`config.mk`:
```
export PLATFORM = sky130hd
export DESIGN_NAME = microseq_ctrl_flat
export DESIGN_NICKNAME = d
export VERILOG_FILES = /design/src/rtl/microseq_ctrl_if.sv /design/src/rtl/microseq_ctrl.sv /design/src/flat_wrapper.sv
export SDC_FILE = /design/constraint.sdc
export NUM_CORES = 1
export LEC_CHECK = 0
export ABC_AREA = 1
export CAP_MARGIN = 20
export CORE_ASPECT_RATIO = 0.6
export CORE_MARGIN = 5
export CORE_UTILIZATION = 30
export DETAILED_ROUTE_END_ITERATION = 16
export PLACE_DENSITY = 0.44
export SLEW_MARGIN = 5
export SYNTH_ARGS = -nofsm -noshare
export SYNTH_HDL_FRONTEND = slang
export SYNTH_SLANG_ARGS = --single-unit
```
`constraint.sdc`:
```
create_clock -name clk -period 4.3 [get_ports clk]
set_input_delay 0.43 -clock clk [delete_from_list [all_inputs] [get_ports clk]]
set_output_delay 0.43 -clock clk [all_outputs]
set_load 0.1 [all_outputs]
```
`src/rtl/microseq_ctrl_if.sv`:
```
// Interface bundling the microsequencer's control pulses, load ports, datapath inputs and outputs.
// stall_i exists only when MICROSEQ_STALL_EN is defined.
interface microseq_ctrl_if #(
    parameter int UADDR_W     = 5,
    parameter int OPC_W       = 4,
    parameter int CTRL_W      = 16,
    parameter int STACK_DEPTH = 4
);
    localparam int UWORD_W = CTRL_W + 3 + UADDR_W;
    localparam int SP_W    = $clog2(STACK_DEPTH) + 1;

    logic               start;
    logic               stop;
    logic               clear_fault;
    logic               cs_we;
    logic [UADDR_W-1:0] cs_waddr;
    logic [UWORD_W-1:0] cs_wdata;
    logic               map_we;
    logic [OPC_W-1:0]   map_waddr;
    logic [UADDR_W-1:0] map_wdata;
    logic [OPC_W-1:0]   opcode_i;
    logic               flag_z_i;
    logic               flag_n_i;
`ifdef MICROSEQ_STALL_EN
    logic               stall_i;
`endif
    logic [CTRL_W-1:0]  ctrl_o;
    logic [UADDR_W-1:0] upc_o;
    logic [SP_W-1:0]    sp_o;
    logic               busy_o;
    logic               fault_o;

    modport master (
        output start, stop, clear_fault,
        output cs_we, cs_waddr, cs_wdata,
        output map_we, map_waddr, map_wdata,
        output opcode_i, flag_z_i, flag_n_i,
`ifdef MICROSEQ_STALL_EN
        output stall_i,
`endif
        input  ctrl_o, upc_o, sp_o, busy_o, fault_o
    );

    modport slave (
        input  start, stop, clear_fault,
        input  cs_we, cs_waddr, cs_wdata,
        input  map_we, map_waddr, map_wdata,
        input  opcode_i, flag_z_i, flag_n_i,
`ifdef MICROSEQ_STALL_EN
        input  stall_i,
`endif
        output ctrl_o, upc_o, sp_o, busy_o, fault_o
    );
endinterface

```
`src/rtl/microseq_ctrl.sv`:
```
// Writable-control-store microprogram sequencer with opcode map, branch ops and return stack.
// Optional memory wait-state stall via MICROSEQ_STALL_EN.
//
// state   | meaning
// --------+---------------------------------------------------------
// S_IDLE  | halted; control store and map table may be loaded
// S_RUN   | sequencing one microword per cycle, ctrl_o driven
// S_FAULT | stack overflow/underflow trapped; waits for clear_fault
module microseq_ctrl #(
    parameter int UADDR_W     = 5,
    parameter int OPC_W       = 4,
    parameter int CTRL_W      = 16,
    parameter int STACK_DEPTH = 4
) (
    input logic            clk,
    input logic            rst,
    microseq_ctrl_if.slave bus
);
    localparam int UWORD_W   = CTRL_W + 3 + UADDR_W;
    localparam int SP_W      = $clog2(STACK_DEPTH) + 1;
    localparam int CS_DEPTH  = 2 ** UADDR_W;
    localparam int MAP_DEPTH = 2 ** OPC_W;
    // Sized to the full sp range so any sp value indexes it without truncation.
    localparam int STK_N     = 2 ** SP_W;

    localparam logic [1:0] S_IDLE  = 2'd0;
    localparam logic [1:0] S_RUN   = 2'd1;
    localparam logic [1:0] S_FAULT = 2'd2;

    localparam logic [2:0] OP_INC   = 3'd0;
    localparam logic [2:0] OP_JMP   = 3'd1;
    localparam logic [2:0] OP_MAP   = 3'd2;
    localparam logic [2:0] OP_BRZ   = 3'd3;
    localparam logic [2:0] OP_BRN   = 3'd4;
    localparam logic [2:0] OP_CALL  = 3'd5;
    localparam logic [2:0] OP_RET   = 3'd6;
    localparam logic [2:0] OP_FETCH = 3'd7;

    logic [UWORD_W-1:0] cs    [CS_DEPTH];
    logic [UADDR_W-1:0] map   [MAP_DEPTH];
    logic [UADDR_W-1:0] stack [STK_N];

    logic [1:0]         state, state_nxt;
    logic [UADDR_W-1:0] upc, upc_nxt, upc_inc;
    logic [SP_W-1:0]    sp, sp_nxt, sp_dec;
    logic               push;
    logic               stall;

    logic [UWORD_W-1:0] uword;
    logic [CTRL_W-1:0]  uctrl;
    logic [2:0]         uop;
    logic [UADDR_W-1:0] utgt;

`ifdef MICROSEQ_STALL_EN
    assign stall = bus.stall_i;
`else
    assign stall = 1'b0;
`endif

    assign uword   = cs[upc];
    assign uctrl   = uword[UWORD_W-1 -: CTRL_W];
    assign uop     = uword[UADDR_W+2:UADDR_W];
    assign utgt    = uword[UADDR_W-1:0];
    assign upc_inc = upc + UADDR_W'(1);
    assign sp_dec  = sp - SP_W'(1);

    always_comb begin
        state_nxt = state;
        upc_nxt   = upc;
        sp_nxt    = sp;
        push      = 1'b0;
        case (state)
            S_IDLE: begin
                if (bus.start && !bus.stop) state_nxt = S_RUN;
            end
            S_RUN: begin
                if (bus.stop) begin
                    state_nxt = S_IDLE;
                end else if (!stall) begin
                    case (uop)
                        OP_INC:  upc_nxt = upc_inc;
                        OP_JMP:  upc_nxt = utgt;
                        OP_MAP:  upc_nxt = map[bus.opcode_i];
                        OP_BRZ:  upc_nxt = bus.flag_z_i ? utgt : upc_inc;
                        OP_BRN:  upc_nxt = bus.flag_n_i ? utgt : upc_inc;
                        OP_CALL: begin
                            if (sp == SP_W'(STACK_DEPTH)) begin
                                state_nxt = S_FAULT;
                            end else begin
                                push    = 1'b1;
                                sp_nxt  = sp + SP_W'(1);
                                upc_nxt = utgt;
                            end
                        end
                        OP_RET: begin
                            if (sp == '0) begin
                                state_nxt = S_FAULT;
                            end else begin
                                sp_nxt  = sp_dec;
                                upc_nxt = stack[sp_dec];
                            end
                        end
                        default: upc_nxt = '0;
                    endcase
                end
            end
            S_FAULT: begin
                if (bus.clear_fault) begin
                    state_nxt = S_IDLE;
                    upc_nxt   = '0;
                    sp_nxt    = '0;
                end
            end
            default: state_nxt = S_IDLE;
        endcase
    end

    always_ff @(posedge clk or posedge rst) begin
        if (rst) begin
            state <= S_IDLE;
            upc   <= '0;
            sp    <= '0;
            for (int i = 0; i < MAP_DEPTH; i++) map[i] <= '0;
        end else begin
            state <= state_nxt;
            upc   <= upc_nxt;
            sp    <= sp_nxt;
            if (state == S_IDLE && bus.map_we) map[bus.map_waddr] <= bus.map_wdata;
        end
    end

    // Control store and stack RAM are intentionally not reset; sp alone tracks stack validity.
    always_ff @(posedge clk) begin
        if (state == S_IDLE && bus.cs_we) cs[bus.cs_waddr] <= bus.cs_wdata;
        if (push) stack[sp] <= upc_inc;
    end

    assign bus.ctrl_o  = (state == S_RUN) ? uctrl : '0;
    assign bus.upc_o   = upc;
    assign bus.sp_o    = sp;
    assign bus.busy_o  = (state == S_RUN);
    assign bus.fault_o = (state == S_FAULT);
endmodule

```
`src/flat_wrapper.sv`:
```
// flat-port wrapper written by rule: the top's interface ports become plain ports
module microseq_ctrl_flat 
#(
    parameter int UADDR_W     = 5,
    parameter int OPC_W       = 4,
    parameter int CTRL_W      = 16,
    parameter int STACK_DEPTH = 4
)
  (clk, rst, bus_start, bus_stop, bus_clear_fault, bus_cs_we, bus_cs_waddr, bus_cs_wdata, bus_map_we, bus_map_waddr, bus_map_wdata, bus_opcode_i, bus_flag_z_i, bus_flag_n_i, bus_ctrl_o, bus_upc_o, bus_sp_o, bus_busy_o, bus_fault_o);
  microseq_ctrl_if #(.UADDR_W(UADDR_W), .OPC_W(OPC_W), .CTRL_W(CTRL_W), .STACK_DEPTH(STACK_DEPTH)) bus_i ();
  input logic clk;
  input logic rst;
  input wire logic [$bits(bus_i.start)-1:0] bus_start;
  input wire logic [$bits(bus_i.stop)-1:0] bus_stop;
  input wire logic [$bits(bus_i.clear_fault)-1:0] bus_clear_fault;
  input wire logic [$bits(bus_i.cs_we)-1:0] bus_cs_we;
  input wire logic [$bits(bus_i.cs_waddr)-1:0] bus_cs_waddr;
  input wire logic [$bits(bus_i.cs_wdata)-1:0] bus_cs_wdata;
  input wire logic [$bits(bus_i.map_we)-1:0] bus_map_we;
  input wire logic [$bits(bus_i.map_waddr)-1:0] bus_map_waddr;
  input wire logic [$bits(bus_i.map_wdata)-1:0] bus_map_wdata;
  input wire logic [$bits(bus_i.opcode_i)-1:0] bus_opcode_i;
  input wire logic [$bits(bus_i.flag_z_i)-1:0] bus_flag_z_i;
  input wire logic [$bits(bus_i.flag_n_i)-1:0] bus_flag_n_i;
  output wire logic [$bits(bus_i.ctrl_o)-1:0] bus_ctrl_o;
  output wire logic [$bits(bus_i.upc_o)-1:0] bus_upc_o;
  output wire logic [$bits(bus_i.sp_o)-1:0] bus_sp_o;
  output wire logic [$bits(bus_i.busy_o)-1:0] bus_busy_o;
  output wire logic [$bits(bus_i.fault_o)-1:0] bus_fault_o;
  assign bus_i.start = bus_start;
  assign bus_i.stop = bus_stop;
  assign bus_i.clear_fault = bus_clear_fault;
  assign bus_i.cs_we = bus_cs_we;
  assign bus_i.cs_waddr = bus_cs_waddr;
  assign bus_i.cs_wdata = bus_cs_wdata;
  assign bus_i.map_we = bus_map_we;
  assign bus_i.map_waddr = bus_map_waddr;
  assign bus_i.map_wdata = bus_map_wdata;
  assign bus_i.opcode_i = bus_opcode_i;
  assign bus_i.flag_z_i = bus_flag_z_i;
  assign bus_i.flag_n_i = bus_flag_n_i;
  assign bus_ctrl_o = bus_i.ctrl_o;
  assign bus_upc_o = bus_i.upc_o;
  assign bus_sp_o = bus_i.sp_o;
  assign bus_busy_o = bus_i.busy_o;
  assign bus_fault_o = bus_i.fault_o;
  microseq_ctrl #(.UADDR_W(UADDR_W), .OPC_W(OPC_W), .CTRL_W(CTRL_W), .STACK_DEPTH(STACK_DEPTH)) u_core (.clk(clk), .rst(rst), .bus(bus_i));
endmodule
```
After elaboration in Yosys (flattened, before gate mapping)
Memories as Yosys holds them, arrays and structs flattened.
Cells that the tools add are included.
- $add $sub $neg: 3
- $lt $le $gt $ge: 3
- equality and inequality tests: 18
- mux-type cells: 36
- bitwise operators: 2
- reduce and logical (&&, ||, !) cells: 12
- operators with widths (cell ; number):
    $bwmux 80 ; 1
    $mux 5 ; 9
    $pmux 5 s7 ; 1
    $bmux 5 s4 ; 1
    $demux 5 s4 ; 1
    $mux 16 ; 1
    $eq 3x3->1 const B ; 4
    $mux 3 ; 4
    $pmux 3 s2 ; 2
    $ge 5x5->1 const B ; 2
    $mux 2 ; 5
    $not 4->5 ; 2
    $pmux 5 s2 ; 1
    $reduce_and 5->1 ; 2
    $mux 1 ; 8
    $ne 4x3->1 const B ; 2
    $eq 3x2->1 const B ; 2
    $logic_not 3->1 ; 2
    $ne 3x3->1 const B ; 2
    $pmux 2 s3 ; 1
    $reduce_and 6->1 ; 1
    $add 5x1->5 const B ; 1
    $lt 5x1->1 const B ; 1
    $logic_and 1x1->1 ; 4
    13 further kinds ; 14
- bits in registers: 90
- RAM bits: 808
- input bits: 51
- output and inout bits: 26
- logic and storage cells: 95
- memories: 2
- memory list (name ; depth ; bits a word ; read ports ; clocked after memory_dff ; wr ports ; RTL line ; text):
    u_core.cs ; 32 ; 24 ; 1 ; 0 ; 1 ; microseq_ctrl.sv:39 ; logic [UWORD_W-1:0] cs [CS_DEPTH];
    u_core.stack ; 8 ; 5 ; 1 ; 0 ; 1 ; microseq_ctrl.sv:41 ; logic [UADDR_W-1:0] stack [STK_N];

Depth between registers and ports, before layout
- depth after elaboration: 7
- gate-level depth with buffers: 18

Worst setup path before layout
No wires, ideal clock.
- path type: reg-to-output
- start: reg u_core.upc[1] (netlist: u_core.bus.upc_o[1])
- end: out bus_ctrl_o[4]
- arrival: 3.752 ns
- path slack: 0.118 ns
- cell stages (with the launch flop): 12
- path buffers: 5
- cell sequence: dfrtp_1 -> buf_6 -> buf_6 -> buf_6 -> buf_6 -> clkbuf_1 -> o21ai_0 -> o22ai_1 -> nor2_1 -> o22ai_1 -> nand2_1 -> a21oi_1
- longest elaborated chain between the ends: 2
- RTL lines (item ; RTL line ; text):
    from (decl) ; microseq_ctrl.sv:44 ; logic [UADDR_W-1:0] upc, upc_nxt, upc_inc;
    from (signal assigned) ; microseq_ctrl.sv:126 ; upc <= upc_nxt;
    $mem_v2 32x24 ; n/a ;
    $mux 16 ; microseq_ctrl.sv:138 ; assign bus.ctrl_o = (state == S_RUN) ? uctrl : '0;
    to (decl) ; flat_wrapper.sv:25 ; output wire logic [$bits(bus_i.ctrl_o)-1:0] bus_ctrl_o;
Every way passes these cells.

Worst setup path after layout
- start: reg u_core.upc[0] (netlist: u_core.bus.upc_o[0])
- end: out bus_ctrl_o[12]
The elaborated chain is that of the path after synthesis.

==> metrics <==
Inserted Clock Buffers=91; CTS root buffer=clkbuf_16; synth unique cells=around 40; RSZ-0062 raised after global routing=false; Worst Setup Start Kind=flop; placed cells=approximately 4800; Syn Inst Count=3168; leading cell types in the layout, fill and taps excluded=808 x edfxtp_1, 522 x nand2_1, 460 x o21ai_0, 442 x nor2_1, 270 x nand3_1; final setup skew=approximately 57 ps; Setup TNS=0 ps; Buf/Inv on CP=2; Setup Crit Path Kind=flop to output pin; wire length on met3=between 9 and 10 mm; Residual DRC=0; Critical-path top delay cell=dfrtp_4; maximum clock frequency=approximately 250 MHz; flops & latches, synth=898; initial drt markers=between 2000 and 3000; DIE HEIGHT=roughly 280 µm; top layer in use=met4; Yosys warnings=0; post-CTS setup buffer count=0; clk_lat worst skew=700 ps; # nets final=about 3300; IO Port Bufs=76; TritonCTS clock tree=yes; WL/cell=24.6 µm; Clock transition at path regs=approximately 60 ps; CP endpoint kind=output pin; synthesized area per cell=~12 µm²; area delta synth->final=17.1%; I/O pin cnt=between 70 and 80; hpwl dp=73.8 mm; largest net degree at the start of global routing=115; via count=between 20000 and 30000; min-delay worst type=input pin to async pin; CTS sink count=898; outcome=completed; Post-Route M1 WL=62.4 mm; grt ovf=0; leakage=around 0.015 µW; post-synthesis net count=about 3200; final setup fails=0; Critical Path RT=3870 ps; Tcrit/Tclk final=0.939; core area=~120000 µm²; Power Density=635 nW/µm²; row cnt=99; Bufs on Longest Clock Path=3; Non-Filler Instances=4960; Post-Syn Area=between 30000 and 40000 µm²; final wirelength=between 100 and 150 mm; commonest non-fill, non-tap cell in the layout=edfxtp_1; WL met2=just under 50 mm; die area=between 100000 and 150000 µm²; initial antenna violation count=3; Crit path largest cell delay=a little over 700 ps; Via density=slightly above 5; Tot GR Track Use=0.183; Critical Path Most Common Cell=o21ai_0; Pre-antenna DRT Iters=6; Final Hold Vio Count=0; critical path peak fanout=63; number of global-route vias before repair=roughly 24000; Slew @ Worst Pin=~1100 ps; CP top delay family=compound AO/OA/AOI/OAI gates; Die Wd=approximately 460 µm; arrival time at the worst endpoint=roughly 3600 ps; VDD IR-drop max=approximately 0.35 mV; max cap viols=0; share of layout cells above drive strength 1=0.103; Seq/Total Area, Yosys=0.716; first-pass GRT wire length=about 180 mm; fill count=about 12000; ANT nets after route=0; GP Congestion=around 0.79; Max H-tree Level=3; fin crit period=about 4000 ps; critical path cell sequence=buf_12, o21ai_0, o22ai_1, o21ai_0, o22ai_1, o21ai_0, nor2_1, buf_12; Initial Util=0.303; Slew Limit Fails=0; Worst slew margin=0.261
synthesized netlist by cell type (all sizes together):
library cell / instances / area, µm²
o22ai: 159 / 995
a32oi: 2 / 17.5
clkinv: 2 / 7.51
a21oi: 35 / 179
a32o: 3 / 30.0
nor2: 479 / 1830
o32ai: 2 / 17.5
edfxtp: 808 / 24300
o21ai: 476 / 2390
clkbuf: 102 / 383
ha: 7 / 87.6
nand3: 278 / 1430
a31oi: 4 / 25.0
xor2: 3 / 26.3
nand3b: 1 / 7.51
dfrtp: 90 / 2250
o211ai: 4 / 30.0
buf: 92 / 657
a22oi: 3 / 22.5
nor3: 13 / 65.1
o31ai: 1 / 7.51
inv: 66 / 255
o21a: 1 / 7.51
nand4: 7 / 50.1
nand2: 528 / 2000
xnor2: 2 / 17.5
layout make-up:
type	instances	area, µm²	share of cell area
diodes	2	5.00	0.000115
clock buffers	112	2380	0.0548
clock inverters	51	492	0.0113
inverters	68	274	0.00631
multi-input cells	2008	9480	0.218
flip-flops and latches	898	26500	0.611
well taps	1616	2020	0.0466
repair buffers	205	2220	0.0513
path summary, 6_finish.rpt:
path	start	to	slack [ps]	depth (start not counted)
max in group asynchronous	rst	u_core.map[29]	3710	3
min	rst	u_core.bus.sp_o[1]	160	3
max reg2reg	u_core.bus.upc_o[0]	u_core.stack[1][0]	900	13
min in group clk	bus_cs_wdata[15]	u_core.cs[21][15]	450	1
max	u_core.bus.upc_o[0]	bus_ctrl_o[12]	260	8
min reg2reg	u_core.map[25]	u_core.map[25]	480	2
tightest hold or removal path: cells and delay by family:
family                 cells  cell delay, ps
buffers and inverters      3             850
per-stage QoR:
step	cell area [µm²]	power (µW)	setup WS [ps]	hold WS, ps	util
6_report	43400	27600	261	161	0.355
5_1_grt	43400	29100	45.4	165	0.355
4_1_cts	43300	27800	102	150	0.354
3_5_place_dp	40400	19800	906	468	0.331
3_3_place_gp	40400	19900	913	463	0.331
2_1_floorplan	37100	16500	118	448	-
repair_timing:
item	CTS	global route
gates resized for setup	0	2
hold buffers	0	0
endpoints found under the setup margin	0	3
routing by layer:
layer / GRT usage / up-vias
li1: - / 11580
met3: 0.0423 / 127
met2: 0.246 / 852
met1: 0.297 / 12711
met4: 0.0342 / 0
met5: 0 / -
flip-flops by register name (all words and copies together) (netlist names):
name	count
u_core.state	2
u_core.cs	768
u_core.bus.sp_o	3
u_core.bus.upc_o	5
u_core.map	80
u_core.stack	40
where the power goes:
group          switching, µW  total (µW)  leakage (µW)  internal, µW
logic                   6630        9250       0.00512          2620
registers                399       10500       0.00843         10100
clock network           3530        7850       0.00139          4320
total                  10600       27600        0.0149         17000
logic make-up after synthesis:
family,synth area share
xor gates and xnor gates,0.00118
buffers and inverters,0.0352
DFF,0.716
adders and majority gates,0.00236
and+or+nand+nor,0.145
AOI/OAI and AO/OA,0.100
(Power assumes the default switching activity.)
